**config.mk**
```make
export PLATFORM = sky130hd
export DESIGN_NAME = fft_mag_squared_flat
export DESIGN_NICKNAME = d
export VERILOG_FILES = /design/src/rtl/fft_mag_squared_if.sv /design/src/rtl/fft_mag_squared.sv /design/src/flat_wrapper.sv
export SDC_FILE = /design/constraint.sdc
export NUM_CORES = 2
export LEC_CHECK = 0
export ABC_AREA = 1
export CORE_MARGIN = 8
export CORE_UTILIZATION = 40
export DETAILED_ROUTE_END_ITERATION = 10
export PLACE_DENSITY = 0.52
export REMOVE_ABC_BUFFERS = 1
export SLEW_MARGIN = 20
export SYNTH_ARGS = -nofsm -noshare
export SYNTH_HDL_FRONTEND = slang
export SYNTH_SLANG_ARGS = --single-unit
```
**constraint.sdc**
```tcl
create_clock -name clk -period 9.27 [get_ports clk]
set_input_delay 1.854 -clock clk [delete_from_list [all_inputs] [get_ports clk]]
set_output_delay 1.854 -clock clk [all_outputs]
set_load 0.01 [all_outputs]
```
**src/rtl/fft_mag_squared_if.sv**
```systemverilog
// Stream bundle for fft_mag_squared: complex bins in,
// squared magnitudes with bin index out.
interface fft_mag_squared_if #(
  parameter int BW = 10
);
  logic [47:0]   s_data;
  logic          s_valid;
  logic          s_last;
  logic          s_ready;
  logic [47:0]   m_data;
  logic [BW-1:0] m_bin;
  logic          m_last;
  logic          m_valid;
  logic          m_ready;
  logic          frame_err;

  modport slave (
    input  s_data,
    input  s_valid,
    input  s_last,
    output s_ready,
    output m_data,
    output m_bin,
    output m_last,
    output m_valid,
    input  m_ready,
    output frame_err
  );

  modport master (
    output s_data,
    output s_valid,
    output s_last,
    input  s_ready,
    input  m_data,
    input  m_bin,
    input  m_last,
    input  m_valid,
    output m_ready,
    input  frame_err
  );
endinterface

```
**src/rtl/fft_mag_squared.sv**
```systemverilog
// Squared magnitude of FFT bins: 3-stage pipeline with
// a single stall enable, bin tagging and frame checking.
module fft_mag_squared #(
  parameter int FRAME_LEN = 1024,
  parameter int BW        = $clog2(FRAME_LEN)
) (
  input logic              clk,
  input logic              reset,
  fft_mag_squared_if.slave bus
);

  localparam logic [BW-1:0] LAST_BIN = BW'(FRAME_LEN - 1);

  typedef struct packed {
    logic          v;
    logic [BW-1:0] bin;
    logic [23:0]   re;
    logic [23:0]   im;
  } s1_t;

  typedef struct packed {
    logic          v;
    logic [BW-1:0] bin;
    logic [46:0]   rr;
    logic [46:0]   ii;
  } s2_t;

  typedef struct packed {
    logic          v;
    logic [BW-1:0] bin;
    logic          last;
    logic [47:0]   sum;
  } s3_t;

  s1_t s1;
  s2_t s2;
  s3_t s3;

  logic          en;
  logic          acc;
  logic          at_end;
  logic [BW-1:0] cnt;

  assign en     = !s3.v || bus.m_ready;
  assign acc    = bus.s_valid && en;
  assign at_end = (cnt == LAST_BIN);

  assign bus.s_ready   = en;
  assign bus.frame_err = !reset && acc
                         && (bus.s_last != at_end);

  // s_last always restarts the frame, even when early
  always_ff @(posedge clk) begin
    if (reset) begin
      cnt <= '0;
    end else if (acc) begin
      if (bus.s_last || at_end) begin
        cnt <= '0;
      end else begin
        cnt <= cnt + BW'(1);
      end
    end
  end

  // Sign-extend to 47 bits: the low 47 product bits are exact
  logic [46:0] re_x;
  logic [46:0] im_x;
  logic [46:0] rr_c;
  logic [46:0] ii_c;
  logic [47:0] sum_c;

  assign re_x  = {{23{s1.re[23]}}, s1.re};
  assign im_x  = {{23{s1.im[23]}}, s1.im};
  assign rr_c  = re_x * re_x;
  assign ii_c  = im_x * im_x;
  assign sum_c = {1'b0, s2.rr} + {1'b0, s2.ii};

  always_ff @(posedge clk) begin
    if (reset) begin
      s1 <= '0;
      s2 <= '0;
      s3 <= '0;
    end else if (en) begin
      s1.v    <= acc;
      s1.bin  <= cnt;
      s1.re   <= bus.s_data[23:0];
      s1.im   <= bus.s_data[47:24];
      s2.v    <= s1.v;
      s2.bin  <= s1.bin;
      s2.rr   <= rr_c;
      s2.ii   <= ii_c;
      s3.v    <= s2.v;
      s3.bin  <= s2.bin;
      s3.last <= (s2.bin == LAST_BIN);
      s3.sum  <= sum_c;
    end
  end

  assign bus.m_valid = s3.v;
  assign bus.m_data  = s3.sum;
  assign bus.m_bin   = s3.bin;
  assign bus.m_last  = s3.last;

endmodule

```
**src/flat_wrapper.sv**
```systemverilog
// flat-port wrapper written by rule: the top's interface ports become plain ports
module fft_mag_squared_flat 
#(
  parameter int FRAME_LEN = 1024,
  parameter int BW        = $clog2(FRAME_LEN)
)
  (clk, reset, bus_s_data, bus_s_valid, bus_s_last, bus_s_ready, bus_m_data, bus_m_bin, bus_m_last, bus_m_valid, bus_m_ready, bus_frame_err);
  fft_mag_squared_if #(.BW(BW)) bus_i ();
  input logic clk;
  input logic reset;
  input wire logic [$bits(bus_i.s_data)-1:0] bus_s_data;
  input wire logic [$bits(bus_i.s_valid)-1:0] bus_s_valid;
  input wire logic [$bits(bus_i.s_last)-1:0] bus_s_last;
  output wire logic [$bits(bus_i.s_ready)-1:0] bus_s_ready;
  output wire logic [$bits(bus_i.m_data)-1:0] bus_m_data;
  output wire logic [$bits(bus_i.m_bin)-1:0] bus_m_bin;
  output wire logic [$bits(bus_i.m_last)-1:0] bus_m_last;
  output wire logic [$bits(bus_i.m_valid)-1:0] bus_m_valid;
  input wire logic [$bits(bus_i.m_ready)-1:0] bus_m_ready;
  output wire logic [$bits(bus_i.frame_err)-1:0] bus_frame_err;
  assign bus_i.s_data = bus_s_data;
  assign bus_i.s_valid = bus_s_valid;
  assign bus_i.s_last = bus_s_last;
  assign bus_s_ready = bus_i.s_ready;
  assign bus_m_data = bus_i.m_data;
  assign bus_m_bin = bus_i.m_bin;
  assign bus_m_last = bus_i.m_last;
  assign bus_m_valid = bus_i.m_valid;
  assign bus_i.m_ready = bus_m_ready;
  assign bus_frame_err = bus_i.frame_err;
  fft_mag_squared #(.FRAME_LEN(FRAME_LEN), .BW(BW)) u_core (.clk(clk), .reset(reset), .bus(bus_i));
endmodule
```
==> flow_metrics.tcl <==
set metrics [dict create \
    status "completed" \
    grt_first_pass_wirelength_mm 249 \
    seqCellArea_sq_um 4640 \
    critPathArrivalTime_ns 7.97 \
    r2r_start "u_core.re_x[23]" \
    power_leakage_nw 33.4 \
    fill_cells 13600 \
    cts_buffers 37 \
    routed_wl_mm 153 \
    cp-startpoint "u_core.re_x[23]" \
    endpoint_kind "flop" \
    hold_class "flop to flop" \
    slew_headroom_pct 21.0 \
    rsz0062_at_grt "no" \
    diodes 0 \
    gp_congestion 0.925 \
    antenna_found_initial 1 \
    cts.sinks 232 \
    r2r-end "u_core.s2[92]" \
    clockRootBuffer "clkbuf_16" \
    clk-insertion-delay-late_ns 0.63 \
    ctsLongestPathBuffers 3 \
    skew_ns 0.0683 \
    cts_tree "built" \
    final_antenna_net_count 0 \
    cp_common_cell "inv_1" \
    drt_iter0_drc 2275 \
    drc 0 \
    r2r_slack_ns 1.83 \
    drive_gt1_share_pct 3.03 \
    syn2layout_area_growth_pct 8.24 \
    cts_resized 0 \
    dr.pass1.iters 6 \
    clk_pin_slew_ns 0.06 \
    ios 115 \
    core.rowCount 133 \
    num_vias 41100 \
    setup_violations 0 \
    gr-total-overflow 0 \
    synth_edf_count 0 \
    grt_max_degree 174 \
    worstSetupPathType "flop to flop" \
    syn_area_per_cell_sq_um 7.61 \
    period_needed_ns 7.44 \
    cp-start-kind "flop" \
    vdd_drop_max_uv 257 \
    syn_area_sq_um 52700 \
    cp-endpoint "u_core.s2[92]" \
    powerDensity_nw_per_um2 316 \
    die_w_um 379 \
    synth_flop_cell "dfxtp_1" \
    max-cap-violations 0 \
    yosysSeqAreaShare_pct 8.82 \
    hold_buffers 0 \
    slowest_stage "fa_1" \
    grt_util_all_layers_pct 22.0 \
    multi_input_area_sq_um 39100 \
    floorplan.initialDensity_pct 40.2 \
    total_power_mw 18.0 \
    fin_cells 8718 \
    ys_types 51 \
    fin_setup_tns_ns 0 \
    ys_seq_elements 232 \
    dpl.hpwl_mm 128 \
    grt_pass1_vias 44000 \
    wl_per_cell_um 17.5 \
    worst_pin_slew_ns 1.18 \
    post-place-cells 8650 \
    cts_setup_buffers 0 \
    synthCells 6927 \
    core_area_sq_um 131000 \
    crit_required_ns 9.79 \
    min_period_over_period_pct 80.3 \
    final-max-slew-violation-count 0 \
    r2r_cells 28 \
    ys_warn_count 0 \
    critical_path.max_stage_delay_ns 0.81 \
    hold_viol_final 0 \
    path_max_fanout 25 \
    via_per_inst 4.72 \
    cts_max_level 2 \
    max_freq_mhz 134 \
    final_nets 8415 \
    async_flop_share_pct 0 \
    dieArea_sq_um 144000 \
    io_buffers 114 \
    die_h_um 379 \
]
-- registers in the layout, indices dropped and copies added (netlist names) --
register and count:
u_core.bus.m_bin 10, u_core.bus.m_data 48, u_core.bus.m_last 1, u_core.bus.m_valid 1, u_core.cnt 10, u_core.im_x 24, u_core.re_x 24, u_core.s1 11
u_core.s2 103
-- critical path, delay by kind of cell, from the launching register on --
kind / cells / cell delay (ns)
adder cells (fa/ha/maj): 8 / 4.39
buffers and inverters: 10 / 1.12
AND/OR/NAND/NOR: 10 / 1.40
flip-flops: 1 / 0.45
-- routing by layer --
metal | track usage (%) | share of wire, % | up-vias
met5 | 0 | 0.0085 | -
met4 | 4.42 | 2.2 | 2
met3 | 2.60 | 4.7 | 167
met2 | 37.4 | 48 | 843
met1 | 30.3 | 45 | 20200
li1 | - | - | 19900
-- area by class of cell --
| type | count | area share [%] |
|---|---|---|
| multi-input combinational | 4312 | 68.5 |
| inverter | 2177 | 14.3 |
| sequential | 232 | 8.14 |
| tap | 1755 | 3.85 |
| timing repair buffer | 174 | 2.83 |
| clock buffer | 48 | 1.78 |
| clock inverter | 20 | 0.529 |
-- power by group --
group          internal, mW  switching [mW]
logic                  5.23            9.66
clock network         0.908           0.657
registers              1.30           0.255
total                  7.44            10.6
-- kinds of logic (layout without fill, tap and decap cells) --
group | Yosys count | in the layout | synth area share, %
adders and majority gates | 1428 | 1428 | 49.6
and+or+nand+nor | 2223 | 2223 | 17.1
AOI/OAI and AO/OA | 596 | 596 | 6.36
DFF | 232 | 232 | 8.82
xor gates and xnor gates | 65 | 65 | 1.08
buffers and inverters | 2383 | 2419 | 17.0
-- how the worst min path moves through the flow --
stage	from	endpoint	slack [ns]	cells past startpoint
4_1_cts	u_core.s1[58]	u_core.s1[58]	0.47	2
3_5_place_dp	u_core.s1[58]	u_core.s1[58]	0.46	2
5_1_grt	u_core.bus.m_last	u_core.bus.m_last	0.48	2
3_3_place_gp	u_core.bus.m_last	u_core.bus.m_last	0.46	2
6_report	u_core.s1[58]	u_core.s1[58]	0.46	2
2_1_floorplan	u_core.s2[104]	u_core.bus.m_valid	0.43	2
-- Yosys cell counts (2+ instances only) --
cell type  count  area share, %
or2_2         11           0.13
nor2_1       380            2.7
o21ai_2        2          0.033
nor3b_1        2          0.028
nand3_2        4          0.076
dfxtp_1      232            8.8
o21ai_0      263            2.5
nor2_4         5           0.11
nor3_1        22           0.21
nand3b_1       4          0.057
a21boi_0       4          0.057
nor4_1         2          0.024
o221ai_1       4          0.066
and2_1         2          0.024
inv_1       2168             15
nand3_1      200            1.9
xnor2_1       24           0.40
nand4_1       56           0.66
buf_1          7          0.050
clkinv_1       2          0.014
a21oi_1      207            2.0
o211ai_1       7           0.10
buf_2         25           0.24
o21ai_1        6          0.057
o21bai_1      70            1.0
nor2_2        13           0.15
xor2_1        41           0.68
nor3_2         7           0.13
nand2_2       20           0.24
a31o_2         8           0.13
ha_1         329            7.8
inv_2          7          0.050
o21bai_2       2          0.043
a31o_1         3          0.050
fa_1        1099             42
a21o_1         5          0.071
a211oi_1       4          0.057
nand2_1     1492             11
a21oi_2        3          0.050
clkbuf_1     174            1.2
-- metrics by stage --
step                      utilization (%)  worst slack (ns)  hold slack, ns  area, sq um
after floorplan                         -           0.00980           0.435        51900
after global placement               42.5              1.79           0.456        55700
after detailed placement             42.5              1.77           0.457        55700
after CTS                            43.5              1.78           0.466        57000
after global routing                 43.5              1.36           0.484        57000
final                                43.5              1.83           0.464        57000
-- layout by cell type, fill, tap and decap left out, drive strengths merged, types with 5 or more instances in the layout --
cell type,instances
nand2,1512
nor2,398
dfxtp,232
ha,329
o211ai,7
a31o,11
clkbuf,48
nand3,204
xnor2,24
xor2,41
a21boi,6
or2,12
a21oi,211
clkinv,9
o21bai,73
nor3,30
a21o,5
o21ai,272
fa,1099
inv,2180
nand4,56
buf,60
clkdlybuf4s50,114
Power figures use the tool's default switching activity.
